--- config.mk ---
export PLATFORM = sky130hd
export DESIGN_NAME = div48_by113_seq_flat
export DESIGN_NICKNAME = d
export VERILOG_FILES = /design/src/rtl/div113_pkg.sv /design/src/rtl/div48_by113_seq_if.sv /design/src/rtl/div48_by113_seq.sv /design/src/flat_wrapper.sv
export SDC_FILE = /design/constraint.sdc
export NUM_CORES = 1
export LEC_CHECK = 0
export CAP_MARGIN = 20
export CORE_ASPECT_RATIO = 0.7
export CORE_MARGIN = 2
export CORE_UTILIZATION = 25
export DETAILED_ROUTE_END_ITERATION = 10
export PLACE_DENSITY = 0.56
export SLEW_MARGIN = 15
export SYNTH_ARGS = -nofsm -noshare
export SYNTH_HDL_FRONTEND = slang
export SYNTH_SLANG_ARGS = --single-unit
--- constraint.sdc ---
create_clock -name clk -period 6.95 [get_ports clk]
set_input_delay 1.39 -clock clk [delete_from_list [all_inputs] [get_ports clk]]
set_output_delay 1.39 -clock clk [all_outputs]
set_load 0.01 [all_outputs]
--- src/rtl/div113_pkg.sv ---
// Shared constants and types for the divide-by-113 datapath.
// Latency: none. This file only holds declarations.
// Backpressure: none. This file only holds declarations.
package div113_pkg;

  localparam int DIVISOR = 113;
  localparam int DIV_W   = 48;
  localparam int DIGIT_W = 3;
  localparam int REM_W   = 7;
  localparam int STEPS   = DIV_W / DIGIT_W;
  localparam int STEP_W  = 4;
  localparam int LUT_W   = REM_W + DIGIT_W;

  typedef enum logic [1:0] {IDLE, RUN, DONE} state_t;

  typedef logic [REM_W-1:0]   rem_t;
  typedef logic [DIGIT_W-1:0] digit_t;

endpackage

--- src/rtl/div48_by113_seq_if.sv ---
// Operand and result handshake bundle for the sequential divider.
// Latency: none. It only groups wires.
// Backpressure: valid/ready on both the operand side and the result side.
interface div48_by113_seq_if;

  logic                        in_valid;
  logic                        in_ready;
  logic [div113_pkg::DIV_W-1:0] in_dividend;
  logic                        out_valid;
  logic                        out_ready;
  logic [div113_pkg::DIV_W-1:0] out_quot;
  logic [div113_pkg::REM_W-1:0] out_rem;

  // divider side
  modport slave (
    input  in_valid, in_dividend, out_ready,
    output in_ready, out_valid, out_quot, out_rem
  );

  // producer/consumer side
  modport master (
    output in_valid, in_dividend, out_ready,
    input  in_ready, out_valid, out_quot, out_rem
  );

endinterface

--- src/rtl/div48_by113_seq.sv ---
// Sequential 48-bit / 113 divider, one radix-8 digit per clock via an external quot_res table.
// Latency: accept edge, then 16 RUN edges; out_valid is seen by the consumer 17 edges after accept.
// Backpressure: in_ready only in IDLE; the result is held in DONE until out_ready.
module div48_by113_seq
  import div113_pkg::*;
(
  input  logic             clk,
  input  logic             rst,
  div48_by113_seq_if.slave bus,
  output logic [LUT_W-1:0] lut_x,
  input  logic [LUT_W-1:0] lut_z
);

  state_t            state;
  state_t            state_nxt;
  logic [STEP_W-1:0] step;
  logic [DIV_W-1:0]  dvd;
  logic [DIV_W-1:0]  quot;
  rem_t              rem_reg;
  digit_t            digit;
  logic              accept;

  assign digit  = dvd[DIV_W-1 -: DIGIT_W];
  assign accept = (state == IDLE) && bus.in_valid;

  // State register; reset aborts any division in flight.
  always_ff @(posedge clk or posedge rst) begin
    if (rst) state <= IDLE;
    else     state <= state_nxt;
  end

  // Next-state logic: IDLE -> RUN on accept, RUN -> DONE after the last digit, DONE -> IDLE on hand-off.
  always_comb begin
    state_nxt = state;
    case (state)
      IDLE:    if (bus.in_valid) state_nxt = RUN;
      RUN:     if (step == STEP_W'(STEPS - 1)) state_nxt = DONE;
      DONE:    if (bus.out_ready) state_nxt = IDLE;
      default: state_nxt = IDLE;
    endcase
  end

  // Datapath: load on accept, then shift one digit per RUN cycle; everything is frozen in DONE.
  always_ff @(posedge clk or posedge rst) begin
    if (rst) begin
      dvd     <= '0;
      quot    <= '0;
      rem_reg <= '0;
      step    <= '0;
    end else if (accept) begin
      dvd     <= bus.in_dividend;
      quot    <= '0;
      rem_reg <= '0;
      step    <= '0;
    end else if (state == RUN) begin
      dvd     <= {dvd[DIV_W-DIGIT_W-1:0], {DIGIT_W{1'b0}}};
      quot    <= {quot[DIV_W-DIGIT_W-1:0], lut_z[LUT_W-1 -: DIGIT_W]};
      rem_reg <= lut_z[REM_W-1:0];
      step    <= step + STEP_W'(1);
    end
  end

  // The table input is forced to zero outside RUN so it never sees stale operands.
  assign lut_x = (state == RUN) ? {rem_reg, digit} : '0;

  assign bus.in_ready  = (state == IDLE);
  assign bus.out_valid = (state == DONE);
  assign bus.out_quot  = quot;
  assign bus.out_rem   = rem_reg;

  // The remainder is always below 113, so {rem, digit} can never exceed 112*8+7.
  a_lut_in_range: assert property (@(posedge clk) disable iff (rst)
    (state == RUN) |-> ({rem_reg, digit} <= LUT_W'(903)));

  // The table must return a legal remainder; there is no recovery path if it does not.
  a_lut_rem_legal: assert property (@(posedge clk) disable iff (rst)
    (state == RUN) |-> (lut_z[REM_W-1:0] <= rem_t'(DIVISOR - 1)));

endmodule

--- src/flat_wrapper.sv ---
// flat-port wrapper written by rule: the top's interface ports become plain ports
module div48_by113_seq_flat import div113_pkg::*;
  (clk, rst, lut_x, lut_z, bus_in_valid, bus_in_dividend, bus_out_ready, bus_in_ready, bus_out_valid, bus_out_quot, bus_out_rem);
  div48_by113_seq_if bus_i ();
  input  logic clk;
  input  logic rst;
  output logic [LUT_W-1:0] lut_x;
  input  logic [LUT_W-1:0] lut_z;
  input wire logic [$bits(bus_i.in_valid)-1:0] bus_in_valid;
  input wire logic [$bits(bus_i.in_dividend)-1:0] bus_in_dividend;
  input wire logic [$bits(bus_i.out_ready)-1:0] bus_out_ready;
  output wire logic [$bits(bus_i.in_ready)-1:0] bus_in_ready;
  output wire logic [$bits(bus_i.out_valid)-1:0] bus_out_valid;
  output wire logic [$bits(bus_i.out_quot)-1:0] bus_out_quot;
  output wire logic [$bits(bus_i.out_rem)-1:0] bus_out_rem;
  assign bus_i.in_valid = bus_in_valid;
  assign bus_i.in_dividend = bus_in_dividend;
  assign bus_i.out_ready = bus_out_ready;
  assign bus_in_ready = bus_i.in_ready;
  assign bus_out_valid = bus_i.out_valid;
  assign bus_out_quot = bus_i.out_quot;
  assign bus_out_rem = bus_i.out_rem;
  div48_by113_seq u_core (.clk(clk), .rst(rst), .bus(bus_i), .lut_x(lut_x), .lut_z(lut_z));
endmodule
Yosys cells after proc, flatten, opt, wreduce, memory -nomap -nowiden:

Index checks and enable logic that the tools add are counted.

* logic and storage cells: 29
* input bits: 62
* output and inout port bits: 67
* register bits after elaboration: 109

* reduce and logical (&&, ||, !) cells: 4
* add/subtract/negate cells: 1
* mux-type cells: 13
* equal/unequal tests: 6

Operator list (number)
* 48-bit 2-to-1 mux: 4
* 7-bit 2-to-1 mux: 2
* 10-bit 2-to-1 mux: 1
* 4-bit 2-to-1 mux: 2
* 2-bit 2-to-1 mux: 3
* 2-bit one-hot mux with 3 select lines: 1
* 4-bit by 1-bit adder with 4-bit output (second input constant): 1
* 4-bit equality test (second input constant): 1
* 2-bit inequality test (second input constant): 2
* 3-bit AND reduction: 1
* 2-bit by 1-bit equality test with 1-bit output (second input constant): 1
* 2-bit equality test (second input constant): 1
* 2-bit zero test: 1
* 2-bit by 1-bit inequality test with 1-bit output (second input constant): 1
* 2-bit nonzero test: 1
* 1-bit logical AND: 1

Longest topological paths before layout:

Gate-level depths: netlist of the first run.

* depth in word-level cells: 3
* depth in mapped cells: 6
* mapped depth without buffers: 4

Worst setup path after synthesis of the first run:

OpenSTA, ideal clock, no wires.

* path type: reg2out
* start: reg u_core.state[0]
* end: out lut_x[6]
* required time: 5.560 ns
* data arrival time: 1.150 ns
* stages on the path, launching flop included: 6
* path slack: 4.410 ns
* buffers on the path: 3
* path through: dfrtp_1 nor2b_1 buf_2 buf_6 buf_4 and2_1

* word-level cells in the longest chain between the ends: 2

Ends and longest elaborated chain
* from (decl): line div48_by113_seq.sv:14 `state_t state;`
* from (signal assigned): line div48_by113_seq.sv:29 `else state <= state_nxt;`
* 2-bit by 1-bit equality test with 1-bit output: line div48_by113_seq.sv:64 `assign lut_x = (state == RUN) ? {rem_reg, digit} : '0;`
* 10-bit 2-to-1 mux: line div48_by113_seq.sv:64
* to (decl): line flat_wrapper.sv:7 `output logic [LUT_W-1:0] lut_x;`

No other way between the ends.

Worst setup path in the final report of the first run:

* start: reg u_core.state[0]
* end: out lut_x[0]

The elaborated chain is that of the path after synthesis.

==> summary.txt, run 1 <==
Global routing
  – Vias in the first global route: 3,702
  – Initial antenna violation count: 0
  – Met2 GRT Util: 0.182
  – Wire length of the first global-routing pass: 19,600 um
  – Met1 Use GR: 0.181
  – Met3 Track Usage GR: 0.0356
  – Total gr overflow: 0
  – Gr busiest metal: met2
  – Pin count of the biggest net entering global routing: 63
  – GR Util All Layers: 0.125

STA
  – Final Slew Violations: 0
  – Slew Limit Headroom: 0.511
  – Setup TNS: 0 ns
  – Fin. Hold Viols: 0
  – Worst Max-Slew Pin Slew: 0.733 ns
  – F_max: 262 MHz
  – Tmin final: 3.81 ns
  – Clock skew: 0.0127 ns
  – Final Setup Violations: 0
  – RSZ-0062 raised after global routing: no
  – Fin crit share: 0.548

Flow run
  – Max Cap Violations: 0

Worst setup path
  – Worst R2R End: u_core.bus.out_quot[34]$_DFFE_PP0P_
  – Kind of critical path: register to primary output
  – Crit path cell chain: nor2b_4 -> buf_4 -> and2_1 -> clkdlybuf4s50_1
  – Reg2reg path depth: 4
  – RR Startpoint: u_core.state[1]$_DFFE_PP0P_
  – Worst setup EP type: primary output
  – WP data required: 5.56 ns
  – Worst path slowest cell: dfrtp_1
  – CP max stage delay: 0.57 ns
  – CP arrival: 2.42 ns
  – Worst-path fanout max: 60
  – CP startpoint kind: register
  – R2r setup slk: 5.15 ns

Floorplanning
  – Ports: 129
  – Die ar.: 0.0194 sq mm
  – Die height: 117 um
  – Cell Rows: 41
  – Area of the core: 0.0180 sq mm
  – Initial core utilization: 0.255
  – DIE WIDTH: 166 um

Clocking
  – Clock Sinks: 109
  – CTS buffer count: 9
  – Root Buffer: clkbuf_16
  – CTS resizes: 0
  – CTS tree: yes
  – Hold_buf cts: 0
  – Max clock buf depth: 2
  – CTS H-tree lvls: 3
  – Post CTS Setup Buffer Count: 0
  – CTS clk-pin slew, worst paths: 0.08 ns
  – Worst-skew pair later-pin latency: 0.35 ns

Placement
  – Post-DP HPWL: 8110 um
  – Gpl congestion: 0.739
  – Placed inst area: 0.00599 sq mm
  – Placed Instances: 823
  – PortBufs: 128

Layout
  – Share of layout cells above drive strength 1: 0.0464
  – ANT cells: 0
  – Nets: 662
  – Final core occ: 0.350
  – Area Growth Syn to Fin: 37.4%
  – Post-route non-filler standard cell count: 839
  – Final non-filler cell area: 0.00629 sq mm

Power and ir drop
  – P_leak: 3.01 nW
  – Post-layout power: 2.71 mW
  – Peak VDD IR: 0.216 mV
  – Power per Cell Area: 432 mW/mm^2

Detailed routing
  – DR WL/cell: 14.5 um
  – WL final: 12,200 um
  – Drt drc: 0
  – DRT antenna net count: 0
  – DRT iter0 DRCs: 261
  – TritonRoute pass-1 iters: 4
  – Vias/cell: 4.49
  – DR vias: 3,770

Yosys
  – Register area share after synthesis: 0.596
  – Warnings from Yosys: 0
  – Mapped Cells: 490
  – Distinct cells, synth: 23
  – #FFs+latches synth: 109
  – Mean Syn Cell Area: 9.34 sq um
  – Synthesized area: 0.00458 sq mm
  – Post-Synthesis Net Count: 553

Worst hold path
  – Hold_sp: u_core.dvd[33]$_DFFE_PP0P_
  – Worst min-delay path class: register to register
  – Hold depth: 2
  – Hold Path End: u_core.dvd[33]$_DFFE_PP0P_

Status
  – Status: finished clean
==> flip-flops by register name, summed over array words and instances, names as in the netlist <==
name	count
u_core.bus.out_quot	48
u_core.bus.out_rem	7
u_core.dvd	48
u_core.state	2
u_core.step	4
==> how the worst max path moves through the flow <==
stage / from / to / cells past startpoint
finish: u_core.state[0]$_DFFE_PP0P_ / lut_x[0] / 4
global placement: u_core.state[0]$_DFFE_PP0P_ / lut_x[1] / 4
floorplan: rst / u_core.bus.out_quot[0]$_DFFE_PP0P_ / 1
global route: u_core.state[0]$_DFFE_PP0P_ / lut_x[0] / 4
detailed placement: u_core.state[0]$_DFFE_PP0P_ / lut_x[0] / 4
CTS: u_core.state[0]$_DFFE_PP0P_ / lut_x[0] / 4
==> worst max-delay path: cells and delay by family (launching register included) <==
family                 cells  cell delay [ns]
and+or+nand+nor            2             0.43
DFF                        1             0.57
buffers and inverters      2             1.03
==> metal layers <==
layer | wire, um | share of wire
met2 | 5260 | 0.43
met5 | 0 | 0
met4 | 137 | 0.011
met3 | 592 | 0.049
met1 | 6170 | 0.51
==> area by class of cell <==
class                   count  area (sq um)
flip-flops and latches    109          2730
inverters                   2          10.0
multi-input cells         342          1640
repair buffers            135          1350
well taps                 236           295
fillers                  1835         11700
clock inverters             6          50.0
clock buffers               9           225
==> power breakdown <==
group	leakage [nW]	switching, mW	internal, mW
logic	1.47	0.597	0.534
clock network	0.133	0.233	0.245
registers	1.40	0.202	0.903
total	3.01	1.03	1.68
==> logic make-up (layout without fill, tap and decap cells) <==
kind of cell	Yosys count	count (layout)	synth area share
flip-flops	109	109	0.596
AND/OR/NAND/NOR	291	291	0.267
buffers and inverters	39	152	0.0530
multiplexers	1	1	0.00219
AO/OA/AOI/OAI	49	49	0.0795
adder cells (fa/ha/maj)	1	1	0.00273
==> cells in the mapped netlist <==
master,number,area share
o21bai_1,1,0.0016
nor2_1,1,0.00082
a22oi_1,45,0.074
nand2_1,212,0.17
clkbuf_2,1,0.0011
o2bb2ai_1,1,0.0019
mux2i_1,1,0.0022
inv_1,2,0.0016
nor2b_1,2,0.0027
nand3b_1,1,0.0016
nand2b_1,1,0.0014
buf_2,19,0.021
and2_1,10,0.014
ha_1,1,0.0027
nand3_1,61,0.067
or3b_1,1,0.0019
nand4_1,1,0.0014
buf_4,3,0.0049
dfrtp_1,109,0.60
nor3b_2,1,0.0027
o21ai_0,2,0.0022
clkbuf_1,6,0.0049
buf_6,8,0.020
==> stage by stage <==
step	worst slack, ns	hold WS, ns
after floorplan	2.69	0.438
after global placement	3.59	0.458
after detailed placement	3.52	0.463
after CTS	3.12	0.481
after global routing	3.01	0.508
final	3.14	0.480
==> layout by cell type (no fill, tap or decap) <==
cell type        count
o21ai_0              2
inv_4                1
clkinv_2             1
clkbuf_16            9
nand3b_1             1
o21bai_4             1
nor2_1               1
or3b_2               1
inv_1                1
nand2_1            212
o2bb2ai_1            1
nor2b_4              1
and2_1              10
clkdlybuf4s50_1    128
mux2i_1              1
nand3_1             61
nand4_1              1
nor2b_1              1
clkinv_4             3
dfrtp_1            109
a22oi_1             45
ha_1                 1
buf_4                6
nor3b_4              1
clkinvlp_4           1
buf_12               1
nand2b_2             1
inv_8                1
Power figures use the tool's default switching activity.
==> run 2, diff against run 1 <==
clock period = 3.7 ns   (was 6.95 ns; I/O delays follow)
==> run 2 against run 1 <==
Combinational power is 93% higher; register-to-register slack got worse by 3.4 ns; global-route usage increased by 0.21 points; critical path depth shrank 1; non-clock buffer count rose by 3; largest cell class unchanged; largest power group unchanged; highest routed layer unchanged.
==> summary.txt, run 2 (synthesis gave the netlist of run 1 again) <==
Worst hold path
  – Hold depth: 2
  – Worst min-delay path class: register to register

Detailed routing
  – Top sig layer: met4
  – DR WL met2: 5110 um
  – DR WL/cell: 14.4 um
  – TritonRoute pass-1 iters: 5
  – DRT met1 WL: 6190 um
  – DRT antenna net count: 0
  – Met3 wire length: 738 um
  – Drt drc: 0
  – DRT iter0 DRCs: 232
  – DR vias: 3,784
  – WL final: 12,200 um
  – Vias/cell: 4.49

Global routing
  – Wire length of the first global-routing pass: 19,900 um
  – GR Util All Layers: 0.127
  – Vias in the first global route: 3,715
  – Total gr overflow: 0
  – Initial antenna violation count: 0
  – Pin count of the biggest net entering global routing: 59

Layout
  – ANT cells: 0
  – Most frequent cells in the layout: nand2_1, clkdlybuf4s50_1, dfrtp_1
  – Area Growth Syn to Fin: 39.1%
  – Share of layout cells above drive strength 1: 0.0527
  – Nets: 665
  – Layout fillers: 1,847
  – Commonest non-fill, non-tap cell in the layout: nand2_1

Power and ir drop
  – P_leak: 3.04 nW
  – Peak VDD IR: 0.455 mV
  – Int Pwr: 3.23 mW
  – Sequential share of power: 0.399
  – Switching Power: 1.96 mW
  – Sw Ratio: 0.378
  – Clock power share: 0.181
  – Power per Cell Area: 816 mW/mm^2
  – Gate power share: 0.420

Clocking
  – Worst-skew pair later-pin latency: 0.35 ns
  – CTS buffer count: 9
  – CTS H-tree lvls: 3
  – CTS tree: yes
  – Hold_buf cts: 0
  – CTS resizes: 0
  – Clock Sinks: 109
  – Root Buffer: clkbuf_16
  – Max clock buf depth: 2
  – Post CTS Setup Buffer Count: 0
  – CTS clk-pin slew, worst paths: 0.08 ns

STA
  – Worst Max-Slew Pin Slew: 0.663 ns
  – Final Slew Violations: 0
  – F_max: 332 MHz
  – Fin. Hold Viols: 0
  – Hold slack final: 0.480 ns
  – Tmin final: 3.02 ns
  – Clock skew: 0.00516 ns
  – Fin crit share: 0.815
  – Final Setup Violations: 0
  – Final setup margin: 0.684 ns
  – Setup TNS: 0 ns
  – Slew Limit Headroom: 0.558
  – RSZ-0062 raised after global routing: no

Worst setup path
  – Reg2reg path depth: 4
  – WP data required: 2.96 ns
  – CP arrival: 2.28 ns
  – Worst-path fanout max: 19
  – Kind of critical path: register to primary output
  – CP startpoint kind: register
  – Worst setup EP type: primary output

Placement
  – Gpl congestion: 0.728
  – PortBufs: 128
  – Pre-CTS setup slack: 0.964 ns
  – Post-DP HPWL: 8290 um

Floorplanning
  – Cell Rows: 41
  – Initial core utilization: 0.255
  – Area of the core: 0.0180 sq mm
  – DIE WIDTH: 166 um
  – Die height: 117 um
  – Ports: 129
  – Die ar.: 0.0194 sq mm

Status
  – Status: finished clean

Flow run
  – Max Cap Violations: 0
-- run 2: final timing paths --
| path | startpoint | to | slack (ns) |
|---|---|---|---|
| setup / recovery | u_core.state[0]$_DFFE_PP0P_ | lut_x[8] | 0.68 |
| hold / removal | u_core.dvd[30]$_DFFE_PP0P_ | u_core.dvd[30]$_DFFE_PP0P_ | 0.48 |
| setup reg to reg | u_core.state[0]$_DFFE_PP0P_ | u_core.bus.out_quot[32]$_DFFE_PP0P_ | 1.80 |
| hold reg to reg | u_core.dvd[30]$_DFFE_PP0P_ | u_core.dvd[30]$_DFFE_PP0P_ | 0.48 |
| max in group asynchronous | rst | u_core.state[1]$_DFFE_PP0P_ | 2.10 |
| min in group asynchronous | rst | u_core.bus.out_quot[45]$_DFFE_PP0P_ | 0.84 |
-- run 2: worst max-delay path, stage by stage (launching register included) --
cell	delay, ns
dfrtp_1	0.56
nor2b_4	0.57
and2_1	0.24
clkdlybuf4s50_1	0.55
-- run 2: power by group through the flow --
| stage | registers, mW | logic [mW] | clock network, mW |
|---|---|---|---|
| after global placement | 2.08 | 2.11 | 0 |
| after CTS | 2.07 | 2.21 | 0.982 |
| after detailed placement | 2.09 | 2.20 | 0 |
| after floorplan | 2.11 | 1.13 | 0 |
| after global routing | 2.14 | 2.46 | 1.02 |
| final | 2.07 | 2.18 | 0.942 |
-- run 2: layer usage --
metal	track usage	vias up
met5	0	-
met4	0.0383	0
met3	0.0363	9
met2	0.186	93
met1	0.183	1836
li1	-	1846
-- run 2: area by class of cell --
cell class / instances / area, sq um / area share
Multi-Input combinational cell: 342 / 1640 / 0.257
Timing Repair Buffer: 138 / 1410 / 0.221
Clock buffer: 10 / 239 / 0.0375
Clock inverter: 6 / 52.6 / 0.00825
Inverter: 2 / 10.0 / 0.00157
Tap cell: 236 / 295 / 0.0464
Sequential cell: 109 / 2730 / 0.428
-- run 2: through the flow --
step	utilization	std cells	cell area [sq um]	total power, mW
after CTS	0.353	842	6350	5.26
final	0.355	843	6370	5.19
after floorplan	-	490	4580	3.24
after detailed placement	0.337	826	6050	4.29
after global routing	0.355	843	6370	5.62
after global placement	0.335	824	6010	4.19
==> run 3, diff against run 2 <==
PLACE_DENSITY = 0.58   (was 0.56)
clock period = 2.7 ns   (was 3.7 ns; I/O delays follow)
==> run 3 against run 2 <==
Combinational power up 41%; register-to-register slack worse by 0.83 ns; critical path depth up 1.
==> summary.txt, run 3 (synthesis gave the netlist of run 1 again) <==
Layout
  – Most frequent cells in the layout: nand2_1, clkdlybuf4s50_1, dfrtp_1
  – Nets: 671
  – Commonest non-fill, non-tap cell in the layout: nand2_1
  – Area Growth Syn to Fin: 40.1%
  – Post-route non-filler standard cell count: 849
  – Share of layout cells above drive strength 1: 0.0620
  – ANT cells: 0

Clocking
  – Max clock buf depth: 2
  – CTS buffer count: 9
  – Worst-skew pair later-pin latency: 0.35 ns
  – CTS H-tree lvls: 3
  – Clock Sinks: 109
  – Root Buffer: clkbuf_16
  – CTS tree: yes
  – CTS clk-pin slew, worst paths: 0.07 ns

Floorplanning
  – DIE WIDTH: 166 um
  – Die height: 117 um
  – Area of the core: 0.0180 sq mm
  – Cell Rows: 41
  – Initial core utilization: 0.255
  – Ports: 129
  – Die ar.: 0.0194 sq mm

Detailed routing
  – TritonRoute pass-1 iters: 5
  – DR vias: 3,772
  – DR WL/cell: 14.8 um
  – Vias/cell: 4.44
  – WL final: 12,600 um
  – DRT antenna net count: 0
  – Drt drc: 0
  – DRT iter0 DRCs: 306

Placement
  – Pre-CTS setup slack: 0.393 ns
  – Placed Instances: 829
  – PortBufs: 128
  – Post-DP HPWL: 8560 um
  – Gpl congestion: 0.739

Global routing
  – Met1 Use GR: 0.183
  – Gr busiest metal: met2
  – Vias in the first global route: 3,817
  – Wire length of the first global-routing pass: 20,400 um
  – Pin count of the biggest net entering global routing: 58
  – Met2 GRT Util: 0.201
  – Total gr overflow: 0
  – GR Util All Layers: 0.132
  – Initial antenna violation count: 0
  – Met3 Track Usage GR: 0.0370

STA
  – F_max: 422 MHz
  – Tmin final: 2.37 ns
  – Slew Limit Headroom: 0.589
  – Worst Max-Slew Pin Slew: 0.617 ns
  – Final Slew Violations: 0
  – RSZ-0062 raised after global routing: no
  – Fin crit share: 0.878
  – Final setup margin: 0.328 ns
  – Fin. Hold Viols: 0
  – Setup TNS: 0 ns
  – Clock skew: 0.00978 ns
  – Final Setup Violations: 0

Power and ir drop
  – Switching Power: 2.72 mW
  – Int Pwr: 4.47 mW
  – Clock power share: 0.179
  – Gate power share: 0.427
  – Sw Ratio: 0.378
  – Sequential share of power: 0.394
  – Power per Cell Area: 1120 mW/mm^2
  – Post-layout power: 7.19 mW
  – Peak VDD IR: 0.406 mV
  – P_leak: 3.06 nW

Worst setup path
  – Cell family with most CP delay: buffers and inverters
  – CP arrival: 1.83 ns
  – Worst-path fanout max: 10
  – Critical path buffer and inverter count: 2
  – CP startpoint kind: register
  – Kind of critical path: register to primary output
  – Worst path slowest cell: clkdlybuf4s50_1
  – CP max stage delay: 0.54 ns
  – WP data required: 2.16 ns
  – Worst setup EP type: primary output
  – Crit path cell chain: nor2b_4 -> buf_12 -> and2_1 -> clkdlybuf4s50_1

Worst hold path
  – Worst min-delay path class: register to register

Status
  – Status: finished clean

Flow run
  – Max Cap Violations: 0
[run 3: cell count changes in the layout (fill, tap and decap cells not counted), sizes merged]
cell | previous run | this run
buf | 10 | 16
clkinvlp | 2 | 3
inv | 5 | 4
[run 3: metrics by stage]
step	util	area, sq um	hold slack [ns]
floorplan	-	4580	0.438
global placement	0.339	6080	0.458
detailed placement	0.339	6080	0.455
CTS	0.357	6410	0.481
global route	0.357	6410	0.494
finish	0.357	6410	0.480
[run 3: power groups by stage]
| stage | combinational, mW | clock (mW) | sequential (mW) |
|---|---|---|---|
| 2_1_floorplan | 1.55 | 0 | 2.89 |
| 3_3_place_gp | 2.97 | 0 | 2.82 |
| 3_5_place_dp | 3.04 | 0 | 2.86 |
| 4_1_cts | 3.13 | 1.34 | 2.83 |
| 5_1_grt | 3.45 | 1.40 | 2.93 |
| 6_report | 3.07 | 1.28 | 2.83 |
[run 3: repair_timing]
action,4_1_cts,5_1_grt
setup buffers,4,0
hold buffers,0,0
endpoints found under the setup margin,1,0
resized for setup,0,0
[run 3: layout make-up]
cell class              instances  area, sq um
flip-flops and latches        109         2730
well taps                     236          295
inverters                       2         11.3
clock buffers                  10          239
repair buffers                144         1450
fillers                      1811        11500
multi-input cells             342         1640
clock inverters                 6         52.6
[run 3: per-layer routing]
layer | vias up | part of all wire
li1 | 1839 | -
met1 | 1821 | 0.49
met2 | 103 | 0.45
met3 | 9 | 0.052
met4 | 0 | 0.010
met5 | - | 0
[run 3: worst register-to-register path: stages (launching register included)]
cell and delay, ns:
dfrtp_1 0.38, buf_4 0.17, or3b_2 0.60, buf_12 0.24, nand3_1 0.17, nand2_1 0.06
[run 3: path summary, 6_finish.rpt]
kind	startpoint	end	slack, ns	cells past startpoint
setup / recovery	u_core.state[1]$_DFFE_PP0P_	lut_x[1]	0.33	4
max in group asynchronous	rst	u_core.bus.out_quot[33]$_DFFE_PP0P_	1.42	3
min in group asynchronous	rst	u_core.step[1]$_DFFE_PP0P_	0.61	2
setup reg to reg	u_core.state[0]$_DFFE_PP0P_	u_core.bus.out_quot[26]$_DFFE_PP0P_	0.97	5
hold reg to reg	u_core.dvd[25]$_DFFE_PP0P_	u_core.dvd[25]$_DFFE_PP0P_	0.48	2
hold / removal	u_core.dvd[25]$_DFFE_PP0P_	u_core.dvd[25]$_DFFE_PP0P_	0.48	2
